--- config.mk ---
export PLATFORM = sky130hd
export DESIGN_NAME = bcd_digit_counter
export DESIGN_NICKNAME = d
export VERILOG_FILES = /design/src/rtl/bcd_digit_counter.sv
export SDC_FILE = /design/constraint.sdc
export NUM_CORES = 1
export LEC_CHECK = 0
export CELL_PAD_IN_SITES_DETAIL_PLACEMENT = 0
export CELL_PAD_IN_SITES_GLOBAL_PLACEMENT = 1
export CORE_UTILIZATION = 29
export DETAILED_ROUTE_END_ITERATION = 10
export GPL_ROUTABILITY_DRIVEN = 0
export GPL_TIMING_DRIVEN = 0
export HOLD_SLACK_MARGIN = 0.02
export PLACE_DENSITY_LB_ADDON = 0.1
export SYNTH_ARGS = -nofsm -noshare
export SYNTH_HDL_FRONTEND = slang
export SYNTH_SLANG_ARGS = --single-unit
--- constraint.sdc ---
create_clock -name clk -period 1.76 [get_ports clk]
set_input_delay 0.44 -clock clk [delete_from_list [all_inputs] [get_ports clk]]
set_output_delay 0.44 -clock clk [all_outputs]
set_load 0.03 [all_outputs]
--- src/rtl/bcd_digit_counter.sv ---
// bcd_digit_counter: registered decimal digit source with prescaled auto
// stepping or debounced manual stepping, parallel load, up/down counting
// and a one-cycle carry/borrow pulse for cascading.
module bcd_digit_counter #(
  parameter int DIV        = 50,
  parameter int MAX_DIGIT  = 9,
  parameter int DEB_CYCLES = 4
) (
  input  logic       clk,
  input  logic       rst,
  input  logic       en,
  input  logic       auto_mode,
  input  logic       up_dn,
  input  logic       load,
  input  logic [3:0] load_val,
  input  logic       step_btn,
  output logic [3:0] digit,
  output logic       carry,
  output logic       tick
);

  localparam int PW = (DIV > 2) ? $clog2(DIV) : 1;
  localparam int CW = (DEB_CYCLES > 1) ? $clog2(DEB_CYCLES + 1) : 1;

  localparam logic [PW-1:0] PRESC_LAST = PW'(DIV - 1);
  localparam logic [CW-1:0] DEB_LAST   = CW'(DEB_CYCLES);
  localparam logic [3:0]    MAXD       = 4'(MAX_DIGIT);

  typedef enum logic [1:0] {
    IDLE,
    ARM_PRESS,
    PRESSED,
    ARM_RELEASE
  } deb_state_t;

  logic [PW-1:0] r_presc;
  logic          r_tick;
  logic          r_auto_q;

  logic          r_sync1;
  logic          r_sync2;
  logic [1:0]    r_fill;
  logic          r_armed;

  deb_state_t    r_state;
  deb_state_t    w_state_nxt;
  logic [CW-1:0] r_cnt;
  logic [CW-1:0] w_cnt_nxt;
  logic [CW-1:0] w_cnt_inc;
  logic          w_step_set;
  logic          r_step;

  logic [3:0]    r_digit;
  logic          r_carry;
  logic          w_adv;

  assign digit = r_digit;
  assign carry = r_carry;
  assign tick  = r_tick;

  // Prescaler: runs only in auto mode with enable, tick on wrap, cleared on mode change.
  always_ff @(posedge clk) begin
    r_auto_q <= auto_mode;
    if (rst) begin
      r_presc <= '0;
      r_tick  <= 1'b0;
    end else begin
      r_tick <= 1'b0;
      if (!auto_mode || (auto_mode != r_auto_q)) begin
        r_presc <= '0;
      end else if (en) begin
        if (r_presc == PRESC_LAST) begin
          r_presc <= '0;
          r_tick  <= 1'b1;
        end else begin
          r_presc <= r_presc + 1'b1;
        end
      end
    end
  end

  // Button synchronizer plus post-reset arming qualifier.
  // r_fill marks when the synchronizer holds a genuine button sample; the
  // debouncer only leaves IDLE once a released level has been seen after
  // reset, so a button held through reset cannot generate a step.
  always_ff @(posedge clk) begin
    if (rst) begin
      r_sync1 <= 1'b0;
      r_sync2 <= 1'b0;
      r_fill  <= '0;
      r_armed <= 1'b0;
    end else begin
      r_sync1 <= step_btn;
      r_sync2 <= r_sync1;
      r_fill  <= {r_fill[0], 1'b1};
      if (r_fill[1] && !r_sync2) begin
        r_armed <= 1'b1;
      end
    end
  end

  // Debounce FSM state, counter and registered step pulse.
  always_ff @(posedge clk) begin
    if (rst) begin
      r_state <= IDLE;
      r_cnt   <= '0;
      r_step  <= 1'b0;
    end else begin
      r_state <= w_state_nxt;
      r_cnt   <= w_cnt_nxt;
      r_step  <= w_step_set;
    end
  end

  // Debounce FSM next-state: a level change is accepted after DEB_CYCLES stable samples.
  always_comb begin
    w_state_nxt = r_state;
    w_cnt_nxt   = r_cnt;
    w_cnt_inc   = r_cnt + 1'b1;
    w_step_set  = 1'b0;
    case (r_state)
      IDLE: begin
        if (r_sync2 && r_armed) begin
          w_state_nxt = ARM_PRESS;
          w_cnt_nxt   = '0;
        end
      end
      ARM_PRESS: begin
        if (!r_sync2) begin
          w_state_nxt = IDLE;
        end else if (w_cnt_inc == DEB_LAST) begin
          w_state_nxt = PRESSED;
          w_cnt_nxt   = w_cnt_inc;
          w_step_set  = 1'b1;
        end else begin
          w_cnt_nxt = w_cnt_inc;
        end
      end
      PRESSED: begin
        if (!r_sync2) begin
          w_state_nxt = ARM_RELEASE;
          w_cnt_nxt   = '0;
        end
      end
      ARM_RELEASE: begin
        if (r_sync2) begin
          w_state_nxt = PRESSED;
        end else if (w_cnt_inc == DEB_LAST) begin
          w_state_nxt = IDLE;
          w_cnt_nxt   = w_cnt_inc;
        end else begin
          w_cnt_nxt = w_cnt_inc;
        end
      end
      default: begin
        w_state_nxt = IDLE;
        w_cnt_nxt   = '0;
      end
    endcase
  end

  assign w_adv = en & (auto_mode ? r_tick : r_step);

  // Digit register: load beats advance; carry pulses only on wrap.
  always_ff @(posedge clk) begin
    if (rst) begin
      r_digit <= '0;
      r_carry <= 1'b0;
    end else begin
      r_carry <= 1'b0;
      if (load) begin
        r_digit <= (load_val > MAXD) ? MAXD : load_val;
      end else if (w_adv) begin
        if (up_dn) begin
          if (r_digit == MAXD) begin
            r_digit <= '0;
            r_carry <= 1'b1;
          end else begin
            r_digit <= r_digit + 1'b1;
          end
        end else begin
          if (r_digit == '0) begin
            r_digit <= MAXD;
            r_carry <= 1'b1;
          end else begin
            r_digit <= r_digit - 1'b1;
          end
        end
      end
    end
  end

endmodule

# Word level (Yosys, flattened, before mapping)
# Index checks and enable logic that the tools add are counted.
dict set report classes {
  n_addsub 4
  n_mul 0
  div_mod_pow 0
  n_lt_le_gt_ge 1
  n_eq_ne 13
  shift 0
  mux 26
  bitwise 5
  reduce_logical 14
}
# cell count
set op_table {}
lappend op_table {{two-way mux 4 bit} 6}
lappend op_table {{two-way mux 2 bit} 6}
lappend op_table {{two-way mux 3 bit} 4}
lappend op_table {{case mux 3 bit (4 select lines)} 1}
lappend op_table {{OR reduction 3 bit} 3}
lappend op_table {{!= test 2 bit (second input constant)} 4}
lappend op_table {{case mux 2 bit (4 select lines)} 1}
lappend op_table {{AND reduction 4 bit} 2}
lappend op_table {{two-way mux 1 bit} 7}
lappend op_table {{adder 6 x 1 -> 6 bit (second input constant)} 1}
lappend op_table {{equality test 6 bit (second input constant)} 1}
lappend op_table {{two-way mux 6 bit} 1}
lappend op_table {{!= test 3 bit (second input constant)} 2}
lappend op_table {{adder 4 x 1 -> 4 bit (second input constant)} 1}
lappend op_table {{equality test 2 bit (second input constant)} 2}
lappend op_table {{equality test 4 bit (second input constant)} 1}
lappend op_table {{> comparator 4 bit (second input constant)} 1}
lappend op_table {{logical NOT 4 bit} 1}
lappend op_table {{inverter 1 bit} 4}
lappend op_table {{subtractor 4 x 1 -> 4 bit (second input constant)} 1}
lappend op_table {{adder 3 x 1 -> 3 bit (second input constant)} 1}
lappend op_table {{equality test 3 bit (second input constant)} 1}
lappend op_table {{equality test 2 x 1 -> 1 bit (second input constant)} 1}
lappend op_table {{logical AND 1 bit} 2}
lappend op_table {{7 further kinds} 8}
dict set report word_totals {
  ff_bits 24
  latch_bits 0
  ramBits 0
  romBits 0
  inputBits 11
  output_inout_bits 6
  wordCells 76
  mem_count 0
}

# Longest topological paths before layout
# Gate-level depths: netlist of the first run.
dict set report logic_depth {
  depth_word 5
  depth_mapped 6
  mapped_depth_nobuf 6
}

# Least setup slack after synthesis of the first run
# Ideal clock, no wire load.
dict set report synth_path {
  kind {reg2reg}
  startpoint {register r_digit[1], in the netlist digit[1]}
  endpoint {register r_digit[3], in the netlist digit[3]}
  setup_time_ns 0.086
  arrival_ns 1.620
  t_required_ns 1.674
  slack_ns 0.054
  path_stages_with_launch 6
  n_path_buf 1
  synth_period_minus_slack_ns 1.706
  cell_sequence {dfxtp_1 -> buf_6 -> or4_4 -> a211oi_2 -> o22ai_1 -> a221oi_2}
}
dict set report synth_between {
  elab_chain_len 5
  word_cells_on_any_way 9
  classes_between {add/sub: 2; eq/ne: 1; mux: 5; reduce/logical: 1}
}
# item line_no
set synth_rtl {}
lappend synth_rtl {{from (decl)} 53} ;# logic [3:0] r_digit;
lappend synth_rtl {{from (signal assigned)} 172} ;# r_digit <= (load_val > MAXD) ? MAXD : load_val;
lappend synth_rtl {{from (signal assigned)} 179} ;# r_digit <= r_digit + 1'b1;
lappend synth_rtl {{from (signal assigned)} 186} ;# r_digit <= r_digit - 1'b1;
lappend synth_rtl {{subtractor 4 x 1 -> 4 bit, or another cell as far along} 186}
lappend synth_rtl {{two-way mux 4 bit (on tied branches)} {182, 175}}
lappend synth_rtl {{two-way mux 4 bit (*)} 174} ;# if (up_dn) begin
lappend synth_rtl {{two-way mux 4 bit (*)} 173} ;# end else if (w_adv) begin
lappend synth_rtl {{two-way mux 4 bit (*)} 171} ;# if (load) begin
# Mark *: on every way between the ends. The rest lies on a longest branch, timed or not. The select of a mux whose other input is x is not followed.
# A chain may end at the register's enable or synchronous reset.

# Worst setup path after layout of the first run
dict set report layout_path {
  startpoint {input port auto_mode}
  endpoint {register r_digit[0], in the netlist digit[0]}
}
dict set report layout_between {
  elab_chain_len 3
}
# item line_no
set layout_rtl {}
lappend layout_rtl {{from (decl)} 12} ;# input logic auto_mode,
lappend layout_rtl {{two-way mux 1 bit} 162} ;# assign w_adv = en & (auto_mode ? r_tick : r_step);
lappend layout_rtl {{AND 1 bit} 162}
lappend layout_rtl {{nonzero test 2 bit (no source line)} --}
# Every way passes these cells.

==> Implementation_results.wiki, run 1 <==
{| class="wikitable"
! Metric !! Value
|-
| Avg Inst Size Synth || roughly 8.9 sq um
|-
| Fraction of final layout cells with drive strength greater than 1 || under 10%
|-
| Final Instance Area || around 1400 sq um
|-
| Vias per inst || just under 5
|-
| Rows || 22
|-
| Share of async-settable or async-resettable flops after synthesis || 0%
|-
| Number of buffers added on ports || 14
|-
| Worst-path cell with the longest stage delay || sky130_fd_sc_hd__clkdlybuf4s50_1
|-
| Final HPWL DP || around 1.7 mm
|-
| Clock sink count || 24
|-
| Number of hold-repair buffers added at the cts stage || 0
|-
| Fraction of met1 tracks used by global routing || between 15 and 20%
|-
| Total routed wirelength || roughly 2.3 mm
|-
| Cells along the critical path || clkdlybuf4s50_1 -> mux2i_2 -> nand2b_4 -> nor2_1 -> o311a_1
|-
| Commonest cells in the netlist || sky130_fd_sc_hd__dfxtp_1 (24), sky130_fd_sc_hd__nor2_1 (16), sky130_fd_sc_hd__inv_1 (7)
|-
| Net switching fraction of the power || between 20 and 25%
|-
| Slowest cell delay on critical path || 0.56 ns
|-
| PwrDens || 823.6 nW/um^2
|-
| Slew at the pin closest to its max-slew limit || between 0.5 and 0.6 ns
|-
| Post-synthesis register bit count || 24
|-
| Combinational power share || 10.9%
|-
| Clock latency at the later pin of the worst-skew pair || ~0.26 ns
|-
| Total of warnings raised by yosys || 0
|-
| Period utilization || 95.93%
|-
| Vias in the first global route || ~940
|-
| CTS Buf Count || 3
|-
| Met3 Usage GRT || ~2.5%
|-
| DR DRC count || 0
|-
| Worst endpoint required time || approximately 1.9 ns
|-
| Clock transition time at the flip-flop clock pins of the worst setup and hold paths || 0.09 ns
|-
| Boundary Pins || 17
|-
| Leading cell type by number of instances after synthesis || sky130_fd_sc_hd__dfxtp_1
|-
| Hold Crit Start || r_auto_q
|-
| Deepest clock path buffer count || 2
|-
| Worst hold path type || register to register
|-
| Cell Area, Placed || between 1000 and 1500 sq um
|-
| Kind of launch point of the worst setup path || primary input
|-
| Starting utilization of the core area || between 30% and 40%
|-
| Critical Path Sink Type || register
|-
| Detailed-routing iteration count for the pre-antenna-repair pass || 4
|-
| Core outline area || approximately 3700 sq um
|-
| Launching point of the worst reg2reg path || digit[2]
|-
| Status || completed
|-
| Routed Antenna Nets || 0
|-
| Cell taking the most area after synthesis || sky130_fd_sc_hd__dfxtp_1
|-
| DRC violation total after the first TritonRoute iteration || just over 50
|-
| Post-route minimum period || 1.688 ns
|-
| Worst Reg2Reg Path Length in Cells || 5
|-
| Clock tree from TritonCTS || done
|-
| Maximum number of pins on one net before global-route repair || 15
|-
| Antenna violations before repair || 0
|-
| Clock Root Buffer || sky130_fd_sc_hd__clkbuf_8
|-
| Leakage power of the design || approximately 0.00059 uW
|-
| Share of total power in the clock network || roughly two fifths
|-
| Worst clock skew || 0.001053 ns
|-
| Area growth, synth to finish || 25.66%
|-
| Final Max Tran Viols || 0
|-
| H-tree levels || 1
|-
| # diodes || 0
|-
| First-pass GRT wire length || between 4 and 5 mm
|-
| Internal power || between 900 and 1000 uW
|-
| GRT Residual Overflow || 0
|-
| Max Clk Rate || ~0.6 GHz
|-
| Worst max-slew margin expressed relative to the limit || roughly two thirds
|-
| Design Power || roughly 1200 uW
|-
| Switch Pwr || ~260 uW
|-
| Average wire per cell in the routed design || around 12 microns
|-
| Via count || around 950
|-
| Number of enable-type register cells in the synthesized netlist || 0
|-
| Mapped Area || around 1100 sq um
|-
| Unrepaired setup endpoints after global routing || false
|-
| Number of max-cap violations || 0
|-
| Seq pwr share || between 40% and 50%
|-
| Total Negative Setup Slacks || 0 ns
|-
| Synthesized Nets || 143
|-
| Most utilized layer in the global route result || met2
|-
| Synth area leaders || sky130_fd_sc_hd__dfxtp_1 (42%), sky130_fd_sc_hd__nor2_1 (5.3%), sky130_fd_sc_hd__ha_1 (4.4%)
|-
| Aggregate global-route resource usage || about an eighth
|-
| Final setup slack of the worst path || just over 0.07 ns
|-
| Count of cell types in the netlist || 38
|-
| GR Util met2 || roughly a fifth
|-
| Post-Place Setup Slack || -0.3056 ns
|-
| Area of the multi-input gates || a little over 600 sq um
|-
| Cells after synthesis || 128
|-
| First element of the critical path || auto_mode
|-
| Die H || between 60 and 70 microns
|-
| Sequential-to-total area share from yosys stat || between 40% and 50%
|-
| Instance count along the most critical hold path || 2
|-
| Area share of the largest cell type after synthesis || a little over two fifths
|-
| Count of final hold-check violations || 0
|-
| Worst endpoint data arrival time || approximately 1.9 ns
|-
| Final setup vio count || 0
|-
| Worst setup path class || primary input to register
|-
| Overall die width || ~65 microns
|-
| Primary flip-flop cell chosen by synthesis mapping || sky130_fd_sc_hd__dfxtp_1
|-
| Final-layout fill cell count || about 400
|-
| Die ar. || approximately 4200 sq um
|-
| Worst ir drop on vdd || just under 0.0005 V
|-
| Crit path max fanout || 4
|-
| Number of nets at the end of the flow || approximately 160
|-
| Area taken by flip-flops and latches || 480.5 sq um
|-
| Worst hold slack after final layout || 0.4516 ns
|}
## sequential cells by signal, indices dropped and copies added, names as in the netlist, named ones only
| register | flops |
|---|---|
| carry | 1 |
| digit | 4 |
| r_armed | 1 |
| r_auto_q | 1 |
| r_cnt | 3 |
| r_fill | 2 |
| r_presc | 6 |
| r_state | 1 |
| r_step | 1 |
| r_sync1 | 1 |
| r_sync2 | 1 |
| tick | 1 |
## cell type report
| type | count | share of cell area [%] |
|---|---|---|
| buffer | 7 | 2.531 |
| clock buffer | 3 | 2.880 |
| clock inverter | 1 | 2.094 |
| inverter | 7 | 1.832 |
| multi-input combinational | 90 | 42.58 |
| sequential | 24 | 33.51 |
| tap | 48 | 4.188 |
| timing repair buffer | 15 | 10.38 |
## metrics by stage
| stage | util [%] | cells |
|---|---|---|
| 3_3_place_gp | 36.09 | 190 |
| 3_5_place_dp | 36.09 | 190 |
| 4_1_cts | 38.01 | 194 |
| 2_1_floorplan | - | 128 |
| 6_report | 38.59 | 195 |
| 5_1_grt | 38.59 | 195 |
## critical path: cells and delay by family
family                 cells  cell delay (ns)
multiplexers               1             0.30
AND/OR/NAND/NOR            2             0.25
AO/OA/AOI/OAI              1             0.30
buffers and inverters      1             0.56
## repair_timing
item,in CTS,in global routing
buffers inserted,0,1
resized for setup,4,6
endpoints found under the setup margin,4,6
## power groups by stage
stage	logic, uW	clock network [uW]	registers, uW
after detailed placement	131	0	582
final	129	483	569
after global routing	142	525	572
after floorplan	70.5	0	591
after global placement	131	0	581
after CTS	130	505	569
## cell families (layout without fill, tap and decap cells)
logic type,after synthesis,count (layout),synth area share (%)
AOI/OAI and AO/OA,24,24,14.69
xor gates and xnor gates,8,8,6.140
adders and majority gates,4,4,4.386
buffers and inverters,14,33,5.373
DFF,24,24,42.11
muxes,4,4,3.618
and+or+nand+nor,50,50,23.69
## layout by cell type, fill, tap and decap left out, types with 2 or more instances in the layout
| cell | n |
|---|---|
| sky130_fd_sc_hd__nand4_1 | 5 |
| sky130_fd_sc_hd__nor2b_1 | 5 |
| sky130_fd_sc_hd__nor2_1 | 16 |
| sky130_fd_sc_hd__nor3_1 | 4 |
| sky130_fd_sc_hd__xor2_1 | 4 |
| sky130_fd_sc_hd__o22ai_1 | 2 |
| sky130_fd_sc_hd__mux2i_1 | 2 |
| sky130_fd_sc_hd__nor4b_1 | 2 |
| sky130_fd_sc_hd__nor4_1 | 2 |
| sky130_fd_sc_hd__o21ai_0 | 2 |
| sky130_fd_sc_hd__o21ai_1 | 4 |
| sky130_fd_sc_hd__and3_1 | 4 |
| sky130_fd_sc_hd__a21oi_1 | 5 |
| sky130_fd_sc_hd__dfxtp_1 | 24 |
| sky130_fd_sc_hd__a211oi_1 | 2 |
| sky130_fd_sc_hd__clkbuf_8 | 3 |
| sky130_fd_sc_hd__nand3_1 | 2 |
| sky130_fd_sc_hd__nand2_1 | 5 |
| sky130_fd_sc_hd__xnor2_1 | 4 |
| sky130_fd_sc_hd__dlymetal6s2s_1 | 2 |
| sky130_fd_sc_hd__clkdlybuf4s50_1 | 9 |
| sky130_fd_sc_hd__clkbuf_1 | 4 |
| sky130_fd_sc_hd__ha_1 | 4 |
| sky130_fd_sc_hd__inv_1 | 7 |
| sky130_fd_sc_hd__dlygate4sd2_1 | 3 |
## per-layer routing
layer / vias up / routed length (microns) / part of all wire [%]
li1: 490 / - / -
met1: 443 / 1187 / 51
met3: 5 / 82 / 3.5
met5: - / 0 / 0
met4: 0 / 40 / 1.7
met2: 16 / 1024 / 44
## final timing paths
| kind | to | slack [ns] |
|---|---|---|
| worst max-delay path | digit[0] | 0.07 |
| worst min-delay path | tick | 0.45 |
| worst max register to register | digit[3] | 0.12 |
| worst min register to register | tick | 0.45 |
Note: power is estimated with default switching activity, not from simulation.
==> inputs of run 2 (changes only) <==
SKIP_CTS_REPAIR_TIMING = 1   (was not set)
clock period = 2.01 ns   (was 1.76 ns; I/O delays follow)
==> run 2 against run 1 <==
  * Non-clock buffer count shrank 1
  * Clock skew is essentially flat
  * Final cell count shrank 0.51%
  * Worst hold slack lost 0.0045 ns
  * Global-route usage is essentially flat
  * Wire length is essentially flat
  * Total power shrank 12%
  * Worst setup slack gained 0.10 ns
  * Clock power shrank 13%
  * Highest routed layer unchanged
==> Implementation_results.wiki, run 2 (same netlist as run 1, synthesis figures left out) <==
{| class="wikitable"
! Metric !! Value
|-
| Leading cell types in the layout, fill and taps excluded || sky130_fd_sc_hd__dfxtp_1 (24), sky130_fd_sc_hd__nor2_1 (16), sky130_fd_sc_hd__clkdlybuf4s50_1 (13)
|-
| Worst clock skew || 0.001197 ns (+0.0001432 ns)
|-
| Die ar. || 4190 sq um (unchanged)
|-
| Clock sink count || 24 (unchanged)
|-
| Worst setup path class || primary input to register
|-
| Final setup vio count || 0 (unchanged)
|-
| Unrepaired setup endpoints after global routing || false
|-
| Capturing instance or port of the critical path || digit[0]
|-
| DR DRC count || 0 (unchanged)
|-
| PwrDens || 731.1 nW/um^2 (-11%)
|-
| Clock latency at the later pin of the worst-skew pair || 0.26 ns (about the same)
|-
| Routed Antenna Nets || 0 (unchanged)
|-
| Reg-to-reg setup timing slack || 0.37 ns (+0.25 ns)
|-
| Maximum number of pins on one net before global-route repair || 15 (unchanged)
|-
| Number of buffers added on ports || 14 (unchanged)
|-
| Boundary Pins || 17 (unchanged)
|-
| DRC violation total after the first TritonRoute iteration || 47 (-7.8%)
|-
| Clock tree from TritonCTS || done
|-
| Commonest non-fill, non-tap cell in the layout || sky130_fd_sc_hd__dfxtp_1
|-
| Slew at the pin closest to its max-slew limit || 0.5136 ns (+0.004619 ns)
|-
| H-tree levels || 1 (unchanged)
|-
| Seq pwr share || 48.1% (about the same)
|-
| Final-layout fill cell count || 407 (+1.2%)
|-
| Detailed-routing iteration count for the pre-antenna-repair pass || 3 (-1)
|-
| Worst ir drop on vdd || 0.0004268 V (-13%)
|-
| First element of the critical path || auto_mode
|-
| Net switching fraction of the power || 22.01% (-0.14 points)
|-
| Number of nets at the end of the flow || 162 (-0.61%)
|-
| Period utilization || between 90% and 100%
|-
| Leakage power of the design || 0.0005434 uW (-7.5%)
|-
| Critical Path Sink Type || register
|-
| Crit path max fanout || 4 (unchanged)
|-
| Rows || 22 (unchanged)
|-
| Worst endpoint required time || 2.17 ns (+0.25 ns)
|-
| Aggregate global-route resource usage || 12.66% (-0.037 points)
|-
| Worst-path cell with the longest stage delay || sky130_fd_sc_hd__clkdlybuf4s50_1
|-
| Antenna violations before repair || 0 (unchanged)
|-
| First-pass GRT wire length || 4.077 mm (-0.85%)
|-
| Worst endpoint data arrival time || 1.99 ns (+0.14 ns)
|-
| Cells along the critical path || clkdlybuf4s50_1 -> mux2i_1 -> nand2b_1 -> nor2_1 -> o311a_1
|-
| Share of total power in the clock network || 40.8% (about the same)
|-
| Vias per inst || 4.907 (+0.30%)
|-
| GRT Residual Overflow || 0 (unchanged)
|-
| Overall die width || 64.73 microns (unchanged)
|-
| Post-route minimum period || roughly 1.8 ns
|-
| Status || completed
|-
| Final Max Tran Viols || 0 (unchanged)
|-
| Count of final hold-check violations || 0 (unchanged)
|-
| Total routed wirelength || 2.336 mm (about the same)
|-
| Number of max-cap violations || 0 (unchanged)
|-
| Area growth, synth to finish || 24.01%
|-
| Launching point of the worst reg2reg path || digit[2]
|-
| Slowest cell delay on critical path || 0.55 ns (about the same)
|-
| Kind of launch point of the worst setup path || primary input
|-
| Core outline area || 3716 sq um (unchanged)
|-
| Clock transition time at the flip-flop clock pins of the worst setup and hold paths || 0.09 ns (about the same)
|-
| Max Clk Rate || 0.5452 GHz
|-
| Die H || 64.73 microns (unchanged)
|-
| Clock Root Buffer || sky130_fd_sc_hd__clkbuf_8
|-
| Combinational power share || 11.0% (about the same)
|-
| Final HPWL DP || 1.692 mm (unchanged)
|-
| Switch Pwr || 227.7 uW (-13%)
|-
| Design Power || 1035 uW (-12%)
|-
| Worst Reg2Reg Path Length in Cells || 5 (unchanged)
|-
| Worst hold slack after final layout || 0.4472 ns (-0.004460 ns)
|-
| CTS Buf Count || 3 (unchanged)
|-
| Vias in the first global route || 927 (-1.1%)
|-
| Average wire per cell in the routed design || 12.04 microns (+0.56%)
|-
| Internal power || 806.8 uW (-12%)
|-
| Flip-flop count of the largest register, all copies and words added || 6 (unchanged)
|-
| Worst hold path type || register to register
|-
| Deepest clock path buffer count || 2 (unchanged)
|-
| Fraction of final layout cells with drive strength greater than 1 || 6.849% (-2.7 points)
|-
| Worst max-slew margin expressed relative to the limit || 65.76% (-0.31 points)
|-
| Register ranked first by flip-flop count || r_presc
|-
| Starting utilization of the core area || 30.71% (unchanged)
|-
| # diodes || 0 (unchanged)
|-
| Critical register-to-register path endpoint || digit[3]
|-
| Via count || 952 (-0.21%)
|}
==> run 2: changes by cell type in the layout (fill, tap and decap cells not counted), sizes merged <==
cell / delta
buf: -1
clkdlybuf4s50: +4
dlygate4sd2: -3
dlymetal6s2s: -1
==> run 2: per-stage QoR <==
stage	instance area, sq um	util, %	cells	setup WS [ns]	TNS [ns]
after floorplan	1141	-	128	0.3040	0
after detailed placement	1341	36.09	190	-0.1181	-0.3315
after global routing	1415	38.08	194	0.01243	0
final	1415	38.08	194	0.1759	0
after global placement	1341	36.09	190	-0.1189	-0.3771
after CTS	1413	38.01	194	0.01849	0
==> run 2: layout make-up <==
type                       count  area, sq um  share of cell area (%)
tap                           48        60.06                   4.244
multi-input combinational     90        599.3                   42.35
sequential                    24        480.5                   33.95
clock inverter                 1        30.03                   2.122
clock buffer                   3        41.29                   2.918
buffer                         7        35.03                   2.476
timing repair buffer          14        142.6                   10.08
inverter                       7        26.28                   1.857
==> run 2: layer usage <==
| metal | vias to the layer above | GRT usage [%] | share of wire, % |
|---|---|---|---|
| li1 | 489 | - | - |
| met1 | 442 | 16.22 | 52 |
| met2 | 16 | 20.31 | 43 |
| met3 | 5 | 2.465 | 3.6 |
| met4 | 0 | 5.833 | 1.7 |
| met5 | - | 0 | 0 |
==> run 2: power groups by stage <==
stage                     clock network, uW  registers [uW]  logic [uW]
after detailed placement                  0             509         115
after global placement                    0             509         115
after CTS                               442             498         115
after global routing                    460             501         126
after floorplan                           0             517        61.7
final                                   422             498         114
==> run 2: critical path: cells and delay by family <==
kind / cells / cell delay (ns)
buffers and inverters: 1 / 0.55
muxes: 1 / 0.34
and+or+nand+nor: 2 / 0.30
AOI/OAI and AO/OA: 1 / 0.30
==> run 2: worst min path at each step <==
| stage | from | to | slack (ns) | cells past startpoint |
|---|---|---|---|---|
| finish | r_auto_q | tick | 0.45 | 2 |
| global route | r_auto_q | tick | 0.46 | 2 |
| CTS | r_auto_q | tick | 0.45 | 2 |
| detailed placement | r_auto_q | tick | 0.44 | 2 |
| global placement | r_sync1 | r_sync2 | 0.43 | 1 |
| floorplan | r_fill[0] | r_fill[1] | 0.41 | 1 |
==> inputs of run 3 (changes only) <==
CORE_UTILIZATION = 42   (was 29)
==> run 3 against run 2 <==
  * Via count is 2.9% lower
  * Critical path type is now register to primary output
  * Clock skew is 0.0051 ns higher
  * Maximum frequency is 3.1% lower
  * Critical endpoint is now digit[1]
  * Combinational power hardly changed
  * Final area is 4.1% lower
  * Highest routed layer unchanged
  * Global-route usage is 5.9 points higher
  * Sequential power hardly changed
  * Clock power is 40% lower
==> Implementation_results.wiki, run 3 (same netlist as run 1, synthesis figures left out) <==
{| class="wikitable"
! Metric !! Value
|-
| Status || completed
|-
| Max Clk Rate || 0.5283 GHz (-3.1%)
|-
| H-tree levels || 1 (unchanged)
|-
| Flip-flop count of the largest register, all copies and words added || 6 (unchanged)
|-
| Clock transition time at the flip-flop clock pins of the worst setup and hold paths || 0.13 ns (+0.04 ns)
|-
| Clock Root Buffer || sky130_fd_sc_hd__clkbuf_4
|-
| Overall die width || 54.13 microns (-16%)
|-
| Core outline area || 2522 sq um (-32%)
|-
| Clock tree from TritonCTS || done
|-
| Worst hold path type || register to register
|-
| Die ar. || 2930 sq um (-30%)
|-
| Final setup vio count || 0 (unchanged)
|-
| Final design utilization || 53.82% (+16 points)
|-
| Commonest non-fill, non-tap cell in the layout || sky130_fd_sc_hd__dfxtp_1
|-
| Worst endpoint required time || 1.51 ns (-0.66 ns)
|-
| Maximum number of pins on one net before global-route repair || 14 (-1)
|-
| Area growth, synth to finish || 18.97%
|-
| Register ranked first by flip-flop count || r_presc
|-
| Die H || 54.13 microns (-16%)
|-
| Aggregate global-route resource usage || 18.61% (+5.9 points)
|-
| Unrepaired setup endpoints after global routing || false
|-
| Number of nets at the end of the flow || 162 (unchanged)
|-
| Kind of launch point of the worst setup path || register
|-
| DR DRC count || 0 (unchanged)
|-
| Average wire per cell in the routed design || 13.01 microns (+8.1%)
|-
| Slowest cell delay on critical path || 0.68 ns (+0.13 ns)
|-
| Deepest clock path buffer count || 2 (unchanged)
|-
| Final Max Tran Viols || 0 (unchanged)
|-
| Worst clock skew || 0.006312 ns (+0.005115 ns)
|-
| Clock latency at the later pin of the worst-skew pair || 0.31 ns (+0.05 ns)
|-
| Number of standard cells in the final layout excluding fillers || 176 (-9.3%)
|-
| # placed instances || 172 (-9.5%)
|-
| Routed Antenna Nets || 0 (unchanged)
|-
| Worst setup path class || register to primary output
|-
| Leakage power of the design || 0.0005287 uW (-2.7%)
|-
| Fraction of final layout cells with drive strength greater than 1 || 6.849% (unchanged)
|-
| Worst max-slew margin expressed relative to the limit || 66.63% (+0.87 points)
|-
| GRT Residual Overflow || 0 (unchanged)
|-
| Number of buffers added on ports || 14 (unchanged)
|-
| Cells along the critical path || clkdlybuf4s50_1
|-
| Antenna violations before repair || 0 (unchanged)
|-
| Post-Place Setup Slack || -0.1664 ns (-0.04833 ns)
|-
| Number of max-cap violations || 0 (unchanged)
|-
| Count of final hold-check violations || 0 (unchanged)
|-
| Worst ir drop on vdd || 0.0003622 V (-15%)
|-
| DRC violation total after the first TritonRoute iteration || 18 (-62%)
|-
| Final setup slack of the worst path || 0.1172 ns (-0.05870 ns)
|-
| Clock sink count || 24 (unchanged)
|-
| Via count || 924 (-2.9%)
|-
| Vias in the first global route || 884 (-4.6%)
|-
| Leading cell types in the layout, fill and taps excluded || sky130_fd_sc_hd__dfxtp_1 (24), sky130_fd_sc_hd__nor2_1 (16), sky130_fd_sc_hd__clkdlybuf4s50_1 (13)
|-
| Critical Path Sink Type || primary output
|-
| First-pass GRT wire length || 3.884 mm (-4.7%)
|-
| Total Negative Setup Slacks || 0 ns (unchanged)
|-
| Count of buffer and inverter cells on the critical path || 1 (unchanged)
|-
| Slew at the pin closest to its max-slew limit || 0.5006 ns (-0.01299 ns)
|-
| Detailed-routing iteration count for the pre-antenna-repair pass || 4 (+1)
|-
| Rows || 18 (-18%)
|-
| Worst endpoint data arrival time || 1.39 ns (-0.60 ns)
|-
| Boundary Pins || 17 (unchanged)
|-
| # diodes || 0 (unchanged)
|-
| Crit path max fanout || 2 (-2)
|-
| Vias per inst || 5.250 (+7.0%)
|-
| Total routed wirelength || 2.290 mm (-2.0%)
|-
| Final HPWL DP || 1.662 mm (-1.8%)
|-
| Starting utilization of the core area || 45.24% (+15 points)
|-
| PwrDens || 640.1 nW/um^2 (-12%)
|-
| Cell family with most CP delay || buffers and inverters
|-
| CTS Buf Count || 3 (unchanged)
|-
| Period utilization || 94.17% (+2.9 points)
|-
| Post-route minimum period || 1.893 ns (+0.05870 ns)
|-
| Worst-path cell with the longest stage delay || sky130_fd_sc_hd__clkdlybuf4s50_1
|}
run 3: cell type report:
class | instances | area, sq um
fill | 247 | 1165
buffer | 7 | 35.03
multi-input combinational | 90 | 599.3
inverter | 7 | 26.28
timing repair buffer | 14 | 142.6
sequential | 24 | 480.5
clock buffer | 4 | 36.28
tap | 30 | 37.54
run 3: path summary, 6_finish.rpt:
check        slack [ns]  cells past startpoint       from   endpoint
max                0.12                      1   digit[1]   digit[1]
min                0.45                      1  r_fill[0]  r_fill[1]
max reg2reg        0.31                      5   digit[1]   digit[3]
min reg2reg        0.45                      1  r_fill[0]  r_fill[1]
run 3: through the flow:
stage / hold slack, ns / total power [uW] / instance area [sq um]
floorplan: 0.4138 / 579.2 / 1141
global placement: 0.4219 / 621.1 / 1319
detailed placement: 0.4204 / 624.0 / 1319
CTS: 0.4524 / 881.2 / 1355
global route: 0.4689 / 906.3 / 1358
finish: 0.4522 / 868.9 / 1358
run 3: metal layers:
layer | up-vias | track usage, % | wire, microns
met4 | 0 | 7.265 | 19
li1 | 488 | - | -
met1 | 421 | 25.26 | 1206
met2 | 13 | 28.66 | 1004
met5 | - | 0 | 0
met3 | 2 | 3.672 | 60
run 3: report_power, final:
group / total (uW) / switching, uW / leakage (uW) / internal, uW
clock network: 255 / 145 / 0.0000210 / 111
registers: 499 / 10.5 / 0.000196 / 489
logic: 115 / 61.9 / 0.000312 / 52.6
total: 869 / 217 / 0.000529 / 652
